`config.mk`:
```
export PLATFORM = sky130hd
export DESIGN_NAME = seg7_scan_driver
export DESIGN_NICKNAME = d
export VERILOG_FILES = /design/src/rtl/seg7_pkg.sv /design/src/rtl/seg7_scan_driver_bcd_to_seg7.sv /design/src/rtl/seg7_scan_driver.sv
export SDC_FILE = /design/constraint.sdc
export NUM_CORES = 1
export LEC_CHECK = 0
export CAP_MARGIN = 20
export CORE_MARGIN = 4
export CORE_UTILIZATION = 60
export CTS_CLUSTER_DIAMETER = 200
export CTS_CLUSTER_SIZE = 12
export DETAILED_ROUTE_END_ITERATION = 8
export PLACE_DENSITY = 0.92
export SYNTH_ARGS = -nofsm -noshare
export SYNTH_HDL_FRONTEND = slang
export SYNTH_SLANG_ARGS = --single-unit
```
`constraint.sdc`:
```
create_clock -name clk -period 5.25 [get_ports clk]
set_input_delay 1.05 -clock clk [delete_from_list [all_inputs] [get_ports clk]]
set_output_delay 1.05 -clock clk [all_outputs]
set_load 0.02 [all_outputs]
```
`src/rtl/seg7_pkg.sv`:
```
`default_nettype none
// ============================================================================
// Module   : seg7_pkg
// Purpose  : Segment bit order, blank glyph and BCD-to-7-segment encoding.
// Revision : 1.0 - initial release
// ============================================================================
package seg7_pkg;

    // Segment masks, bit0 = a .. bit6 = g
    localparam logic [6:0] SEG_A     = 7'b000_0001;
    localparam logic [6:0] SEG_B     = 7'b000_0010;
    localparam logic [6:0] SEG_C     = 7'b000_0100;
    localparam logic [6:0] SEG_D     = 7'b000_1000;
    localparam logic [6:0] SEG_E     = 7'b001_0000;
    localparam logic [6:0] SEG_F     = 7'b010_0000;
    localparam logic [6:0] SEG_G     = 7'b100_0000;
    localparam logic [6:0] SEG_BLANK = 7'b000_0000;

    typedef enum logic {
        BLINK_ON  = 1'b0,
        BLINK_OFF = 1'b1
    } blink_phase_e;

    function automatic logic [6:0] bcd_to_seg(input logic [3:0] bcd);
        logic [6:0] s;
        case (bcd)
            4'd0:    s = SEG_A | SEG_B | SEG_C | SEG_D | SEG_E | SEG_F;
            4'd1:    s = SEG_B | SEG_C;
            4'd2:    s = SEG_A | SEG_B | SEG_D | SEG_E | SEG_G;
            4'd3:    s = SEG_A | SEG_B | SEG_C | SEG_D | SEG_G;
            4'd4:    s = SEG_B | SEG_C | SEG_F | SEG_G;
            4'd5:    s = SEG_A | SEG_C | SEG_D | SEG_F | SEG_G;
            4'd6:    s = SEG_A | SEG_C | SEG_D | SEG_E | SEG_F | SEG_G;
            4'd7:    s = SEG_A | SEG_B | SEG_C;
            4'd8:    s = SEG_A | SEG_B | SEG_C | SEG_D | SEG_E | SEG_F | SEG_G;
            4'd9:    s = SEG_A | SEG_B | SEG_C | SEG_D | SEG_F | SEG_G;
            default: s = SEG_BLANK;
        endcase
        return s;
    endfunction

endpackage
`default_nettype wire

```
`src/rtl/seg7_scan_driver_bcd_to_seg7.sv`:
```
`default_nettype none
// ============================================================================
// Module   : bcd_to_seg7
// Purpose  : Combinational single-digit decoder, active-high, with blank input.
// Revision : 1.0 - initial release
// ============================================================================
module bcd_to_seg7
    import seg7_pkg::*;
(
    input  logic [3:0] i_bcd,
    input  logic       i_blank,
    output logic [6:0] o_seg
);

    assign o_seg = i_blank ? SEG_BLANK : bcd_to_seg(i_bcd);

endmodule
`default_nettype wire

```
`src/rtl/seg7_scan_driver.sv`:
```
`default_nettype none
// ============================================================================
// Module   : seg7_scan_driver
// Purpose  : Multiplexed 7-segment driver with LZ blanking, blink and
//            frame-synchronous display loading.
// Revision : 1.0 - initial release
// ============================================================================
module seg7_scan_driver
    import seg7_pkg::*;
#(
    parameter int NUM_DIGITS   = 3,
    parameter int SCAN_DIV     = 1000,
    parameter int BLINK_FRAMES = 64,
    parameter int ACTIVE_LOW   = 0,
    parameter int LZ_BLANK     = 1
) (
    input  logic                    clk,
    input  logic                    rst,
    input  logic [4*NUM_DIGITS-1:0] digits_in,
    input  logic                    load,
    input  logic                    blink_en,
    output logic [6:0]              seg,
    output logic [NUM_DIGITS-1:0]   an,
    output logic                    frame_done
);

    localparam int c_SCAN_W  = (SCAN_DIV > 2)     ? $clog2(SCAN_DIV)     : 1;
    localparam int c_IDX_W   = (NUM_DIGITS > 1)   ? $clog2(NUM_DIGITS)   : 1;
    localparam int c_BLINK_W = (BLINK_FRAMES > 1) ? $clog2(BLINK_FRAMES) : 1;

    localparam logic [c_SCAN_W-1:0]  c_SCAN_LAST  = c_SCAN_W'(SCAN_DIV - 1);
    localparam logic [c_IDX_W-1:0]   c_IDX_LAST   = c_IDX_W'(NUM_DIGITS - 1);
    localparam logic [c_BLINK_W-1:0] c_BLINK_LAST = c_BLINK_W'(BLINK_FRAMES - 1);
    localparam logic                 c_INV        = (ACTIVE_LOW != 0);

    logic [c_SCAN_W-1:0]     r_scan_cnt;
    logic [c_IDX_W-1:0]      r_digit_idx;
    logic [4*NUM_DIGITS-1:0] r_shadow;
    logic [4*NUM_DIGITS-1:0] r_active;
    logic                    r_pending;
    logic [c_BLINK_W-1:0]    r_blink_cnt;
    blink_phase_e            r_blink_phase;
    logic [6:0]              r_seg;
    logic [NUM_DIGITS-1:0]   r_an;
    logic                    r_frame_done;

    logic                    w_slot_end;
    logic                    w_boundary;
    logic [NUM_DIGITS-1:0]   w_sel;
    logic [NUM_DIGITS-1:0]   w_lz;
    logic [3:0]              w_cur;
    logic                    w_lz_cur;
    logic                    w_blank;
    logic [6:0]              w_seg;

    assign w_slot_end = (r_scan_cnt == c_SCAN_LAST);
    assign w_boundary = w_slot_end && (r_digit_idx == c_IDX_LAST);

    // A digit is a leading zero when it and everything above it is zero
    genvar gi;
    generate
        for (gi = 0; gi < NUM_DIGITS; gi++) begin : g_digit
            assign w_sel[gi] = (r_digit_idx == c_IDX_W'(gi));
            if ((gi == 0) || (LZ_BLANK == 0)) begin : g_no_lz
                assign w_lz[gi] = 1'b0;
            end else begin : g_lz
                assign w_lz[gi] = (r_active[4*NUM_DIGITS-1:4*gi] == '0);
            end
        end
    endgenerate

    always_comb begin
        w_cur    = 4'd0;
        w_lz_cur = 1'b0;
        for (int i = 0; i < NUM_DIGITS; i++) begin
            if (w_sel[i]) begin
                w_cur    = w_cur | r_active[4*i +: 4];
                w_lz_cur = w_lz_cur | w_lz[i];
            end
        end
    end

    // Gating by blink_en directly lets a deassert show segments on the next cycle
    assign w_blank = w_lz_cur || (blink_en && (r_blink_phase == BLINK_OFF));

    bcd_to_seg7 u_dec (
        .i_bcd   (w_cur),
        .i_blank (w_blank),
        .o_seg   (w_seg)
    );

    always_ff @(posedge clk) begin
        if (rst) begin
            r_scan_cnt    <= '0;
            r_digit_idx   <= '0;
            r_shadow      <= '0;
            r_active      <= '0;
            r_pending     <= 1'b0;
            r_blink_cnt   <= '0;
            r_blink_phase <= BLINK_ON;
            r_seg         <= SEG_BLANK ^ {7{c_INV}};
            r_an          <= {NUM_DIGITS{c_INV}};
            r_frame_done  <= 1'b0;
        end else begin
            r_scan_cnt <= w_slot_end ? '0 : r_scan_cnt + 1'b1;
            if (w_slot_end) begin
                r_digit_idx <= (r_digit_idx == c_IDX_LAST) ? '0 : r_digit_idx + 1'b1;
            end

            // Active data only changes on a frame boundary, so no frame tears
            if (w_boundary) begin
                if (load) begin
                    r_active  <= digits_in;
                    r_pending <= 1'b0;
                end else if (r_pending) begin
                    r_active  <= r_shadow;
                    r_pending <= 1'b0;
                end
            end else if (load) begin
                r_shadow  <= digits_in;
                r_pending <= 1'b1;
            end

            if (!blink_en) begin
                r_blink_cnt   <= '0;
                r_blink_phase <= BLINK_ON;
            end else if (w_boundary) begin
                if (r_blink_cnt == c_BLINK_LAST) begin
                    r_blink_cnt   <= '0;
                    r_blink_phase <= (r_blink_phase == BLINK_ON) ? BLINK_OFF : BLINK_ON;
                end else begin
                    r_blink_cnt <= r_blink_cnt + 1'b1;
                end
            end

            r_seg        <= w_seg ^ {7{c_INV}};
            r_an         <= w_sel ^ {NUM_DIGITS{c_INV}};
            r_frame_done <= w_boundary;
        end
    end

    assign seg        = r_seg;
    assign an         = r_an;
    assign frame_done = r_frame_done;

endmodule
`default_nettype wire

```
* Word-level counts from Yosys, hierarchy flattened
Memories as Yosys holds them, arrays and structs flattened. A register that Yosys moved wholly into a read port is not among the register bits.
Index checks and enable logic that the tools add are counted.
** Cells by class
- Div/mod/pow operators :: 0
- Bitwise operators :: 5
- $lt $le $gt $ge :: 0
- Multiply operators :: 0
- Muxes and demuxes :: 10
- Add/sub/neg operators :: 3
- Reduce and logical (&&, ||, !) cells :: 14
- Equal/unequal tests :: 4
- Shift operators :: 0
** Operator list (count)
- two-way mux 12 bit :: 2
- two-way mux 4 bit :: 3
- adder 10 x 1 -> 10 bit, second input constant :: 1
- == test 10 bit, second input constant :: 1
- logical NOT 8 bit :: 1
- OR 4 bit :: 2
- OR reduction 2 bit :: 4
- adder 6 x 1 -> 6 bit, second input constant :: 1
- == test 6 bit, second input constant :: 1
- two-way mux 6 bit :: 1
- AND reduction 2 bit :: 3
- logical NOT 4 bit :: 1
- two-way mux 1 bit :: 3
- adder 2 x 1 -> 2 bit, second input constant :: 1
- == test 2 x 1 -> 1 bit, second input constant :: 1
- == test 2 bit, second input constant :: 1
- logical AND 1 bit :: 2
- logical NOT 2 bit :: 1
- two-way mux 2 bit :: 1
- NOT 1 bit :: 2
- nonzero test 2 bit :: 1
- logical OR 1 bit :: 1
- OR 1 bit :: 1
** Storage, ports and cells
- Latch bits :: 0
- Input bits :: 16
- RAM bits :: 0
- Bits in registers :: 48
- Output and inout bits :: 11
- ROM bits :: 112
- Memories :: 1
** Memory list
- (name not given) :: words 16, width 7, rd ports 1, clocked after memory_dff 1, write ports 0, RTL line seg7_pkg.sv:26 : case (bcd)

* Logic depth before layout (Yosys ltp)
- Depth in word-level cells :: 6
- Gate-level depth with buffers :: 9
- Gate-level depth less buffers :: 7

* Hierarchy
From an unflattened synthesis, not the netlist that was laid out.
** Second synthesis, totals
- Cell total of the unflattened synthesis :: 288
- Area total of the unflattened synthesis :: 2607.5 um^2
** Modules (own cells, without submodules)
- seg7_scan_driver :: seq. area each 1101.1 um^2, area an instance 2377.3 um^2, cells an instance 257, times used 1
- bcd_to_seg7 :: seq. area each 0.0 um^2, area an instance 230.2 um^2, cells an instance 31, times used 1

* Worst setup path before layout
No wires, ideal clock.
- Path type :: input to register
- Start :: input port load
- End :: register r_active[10]
- Stages on the path :: 4
- Buffers on the path :: 2
- Required time :: 5112 ps
- Library setup time :: 138 ps
- Data arrival time :: 2025 ps
- Slack :: 3087 ps
- Path through :: clkbuf_1 -> clkbuf_1 -> mux2i_1 -> a211oi_1
** Between the ends
- Longest elaborated chain between the ends :: 2
** Ends and longest elaborated chain
- start, declared :: RTL line seg7_scan_driver.sv:20 : input logic load,
- nonzero test 2 bit (no source line)
- AND reduction 2 bit (no source line)
- end signal, assigned :: RTL line seg7_scan_driver.sv:113 : r_active <= digits_in;
- end signal, assigned :: RTL line seg7_scan_driver.sv:116 : r_active <= r_shadow;
- end, declared :: RTL line seg7_scan_driver.sv:39 : logic [4*NUM_DIGITS-1:0] r_active;
Several ways; a longest one is shown, not always the timed one.
A chain may end at the register's enable or synchronous reset.

* Final worst setup path
- Start :: input port load
- End :: register r_active[2]
Same word-level chain as after synthesis.

==> key figures <==
Status
  • Outcome: finished, final reports clean

Floorplan
  • Die X-Extent: 72.00 um
  • Die height: 72.00 um
  • Area of the core: 0.003799 mm2
  • Num rows: 22
  • Initial core utilization: 0.6469
  • IO Count: 27
  • Die Footprint: 0.005183 mm2

Cells and area
  • Filler Cell Count: 282
  • Non-Filler Instances: 324
  • Commonest non-fill, non-tap cell in the layout: dfxtp_1
  • Fin nets: 299
  • Layout cells sized above 1: 0.07246
  • Antenna Cells: 0
  • Commonest cells after routing, fill and taps aside: dfxtp_1, mux2i_1, nor2_1
  • Area Growth Syn to Fin: 14.82%

Clocking
  • Clk buf depth: 2
  • Setup Fix Bufs, Post-CTS: 0
  • Clock root cell: clkbuf_8
  • Clock tree from TritonCTS: done
  • Worst-skew pair later-pin latency: roughly 0.31 ns
  • Num Clock Sinks: 55
  • PostCTS Resize Cnt: 0
  • CTS Buf Count: 5
  • Hold bufs inserted after CTS: 0
  • Clock Pin Slew Worst Setup and Hold Paths: approximately 0.080 ns
  • H-tree Lvls: 2

Critical path
  • Worst path arrival time: 3.28 ns
  • R2R depth: 4
  • CP max stage cell: clkdlybuf4s50_1
  • Crit path cell chain: clkdlybuf4s50_1, or2_0, and2_1, a211oi_1
  • FF-to-FF End: r_shadow[9]
  • CP Class: in2reg
  • Startpoint Class: primary input
  • CP max FO: 14
  • Worst path required time: 5.43 ns
  • Worst R2R Start: r_digit_idx[1]
  • Crit end category: flip-flop
  • Crit path launch: load
  • Worst path max stage delay: 0.98 ns
  • R2r setup slk: 3.00 ns

Power
  • Cell-internal power: around 0.55 mW
  • Switching Fraction: 0.2285
  • Pwr Density: 253.4 mW/mm2
  • Clock power frac: 0.312
  • Combinational share of power: 0.083
  • Reg power frac: 0.605
  • Switching pwr: 0.1634 mW
  • VDD IR max: 0.2475 mV
  • Lkg Pwr: between 1 and 1.5 nW

Routing
  • Post-DR vias/cell: 5.694
  • Wire per inst: 14.00 um
  • Remaining DRCs: 0
  • Total wire length: 4537 um
  • DRT Pass-1 Iters: 4
  • Final ANT Viol Nets: 0
  • Via count: 1845
  • Drt first-iter violations: 120

Hold path
  • WHS Path Cells: 1
  • HP Class: reg2reg
  • Hold endpoint: r_scan_cnt[0]
  • Hold path startpoint: r_scan_cnt[0]

Synth
  • Syn Inst Count: approximately 260
  • Synth Area in Compound Gates: 0.1497
  • Post-synth EDFFs: 0
  • Mean post-synth cell area: 9.637 um2
  • Largest family of logic cells by synthesized area: multiplexers
  • Synth cell types: 43
  • Synth warn: 0
  • Sequential share of the synthesized area: 0.4481
  • Post-synthesis mux area share: 0.1527
  • XOR/XNOR Fraction of Synth Area: 0.02495
  • Fraction of the mapped netlist area in adder cells: 0.04073
  • Simple-Gate Fraction of Synth Area: 0.1502
  • Predominant post-synthesis flop cell: dfxtp_1
  • Syn_nets: between 200 and 300
  • Async SR Flop Fraction: 0
  • Mapped Area: about 0.0025 mm2
  • Post-synthesis register bit count: 55

STA
  • RSZ-0062 raised after global routing: false
  • Relative slew slack: 0.3378
  • Hold Vio Cnt, Final: 0
  • Final hold slack: between 0.4 and 0.5 ns
  • Tcrit/Tclk final: 0.5906
  • Worst Tran Pin Value: 0.9899 ns
  • # setup viols final: 0
  • Fin. max-slew vios: 0
  • Fin crit period: 3.101 ns
  • Max Clk Rate: 322.5 MHz
  • Setup_tns: 0 ns
  • Clk_skew: 0.006258 ns

Global route
  • Number of global-route vias before repair: 1730
  • Initial antenna violation count: 0
  • First-pass GRT wire length: 7596 um
  • All-layer global routing usage: 0.1858
  • Largest net degree at the start of global routing: 36
  • Remaining global-route overflow: 0

Placed design
  • Placed Instances: 316
  • DP HPWL: 3178 um
  • Gpl congestion: 0.8494
  • # port buffers: 26

Flow run
  • Max-Cap Viols: 0
kinds of logic (layout without fill, tap and decap cells):
| family | after synthesis | after routing |
|---|---|---|
| adders and majority gates | 8 | 8 |
| AOI/OAI and AO/OA | 54 | 54 |
| DFF | 55 | 55 |
| and+or+nand+nor | 74 | 74 |
| muxes | 37 | 37 |
| buffers and inverters | 20 | 41 |
| xor gates and xnor gates | 7 | 7 |
cell usage after synthesis, drive strengths merged, types with 2 or more instances:
library cell / count / area share
and3: 2 / 0.0051
nor3: 4 / 0.0081
nor4: 3 / 0.010
ha: 8 / 0.041
a2bb2oi: 4 / 0.017
or2: 2 / 0.0051
and2: 3 / 0.0076
dfxtp: 55 / 0.45
nor2b: 3 / 0.0076
mux2i: 33 / 0.13
nand3b: 2 / 0.0061
a211oi: 13 / 0.040
buf: 4 / 0.0092
mux2: 4 / 0.018
nor2: 32 / 0.049
a21oi: 21 / 0.043
nand2: 9 / 0.014
inv: 5 / 0.0076
nand3: 7 / 0.014
clkbuf: 11 / 0.017
xnor2: 5 / 0.018
o22ai: 4 / 0.010
xor2: 2 / 0.0071
o21ai: 4 / 0.0081
cell type report:
class | count | area (um2) | share of cell area
clock buffer | 7 | 76.32 | 0.02705
clock inverter | 1 | 5.005 | 0.001774
inverter | 5 | 18.77 | 0.006652
multi-input combinational | 180 | 1285 | 0.4554
sequential | 55 | 1101 | 0.3902
tap | 48 | 60.06 | 0.02129
timing repair buffer | 28 | 275.3 | 0.09756
power by group through the flow:
stage	Sequential, mW	Combinational, mW	Clock [mW]
after floorplan	0.445	0.0323	0
after global placement	0.442	0.0587	0
after detailed placement	0.442	0.0597	0
after CTS	0.433	0.0600	0.231
after global routing	0.434	0.0658	0.244
final	0.433	0.0594	0.223
per-stage QoR:
step             util  setup WS (ns)  area [um2]  power (mW)
4_1_cts        0.7428          2.156        2821      0.7232
5_1_grt        0.7428          1.970        2821      0.7436
2_1_floorplan       -          3.087        2457      0.4775
3_5_place_dp   0.7213          1.860        2740      0.5021
3_3_place_gp   0.7213          1.904        2740      0.5006
6_report       0.7428          2.149        2821      0.7150
sequential cells by signal (all words and copies together), names as in the netlist, 2 cells and up:
| name | flops |
|---|---|
| r_shadow | 12 |
| an | 3 |
| r_scan_cnt | 10 |
| r_digit_idx | 2 |
| r_blink_cnt | 6 |
| seg | 7 |
| r_active | 12 |
critical path: cells and delay by family:
kind                   cells  cell delay (ns)
buffers and inverters      1             0.98
and+or+nand+nor            2             1.09
AOI/OAI and AO/OA          1             0.15
worst max-delay path by stage:
stage | slack [ns] | end
final | 2.15 | r_active[2]
after floorplan | 3.09 | r_active[10]
after detailed placement | 1.86 | r_active[2]
after global routing | 1.97 | r_active[2]
after global placement | 1.90 | r_active[0]
after CTS | 2.16 | r_active[2]
per-layer routing:
layer | GRT usage | wire length (um) | share of wire | vias up
li1 | - | - | - | 949
met2 | 0.3143 | 2187 | 0.48 | 32
met3 | 0.05125 | 193 | 0.043 | 7
met5 | 0 | 0 | 0 | -
met4 | 0.07098 | 68 | 0.015 | 0
met1 | 0.2246 | 2087 | 0.46 | 857
No activity file was read; power rests on OpenSTA's default activity.
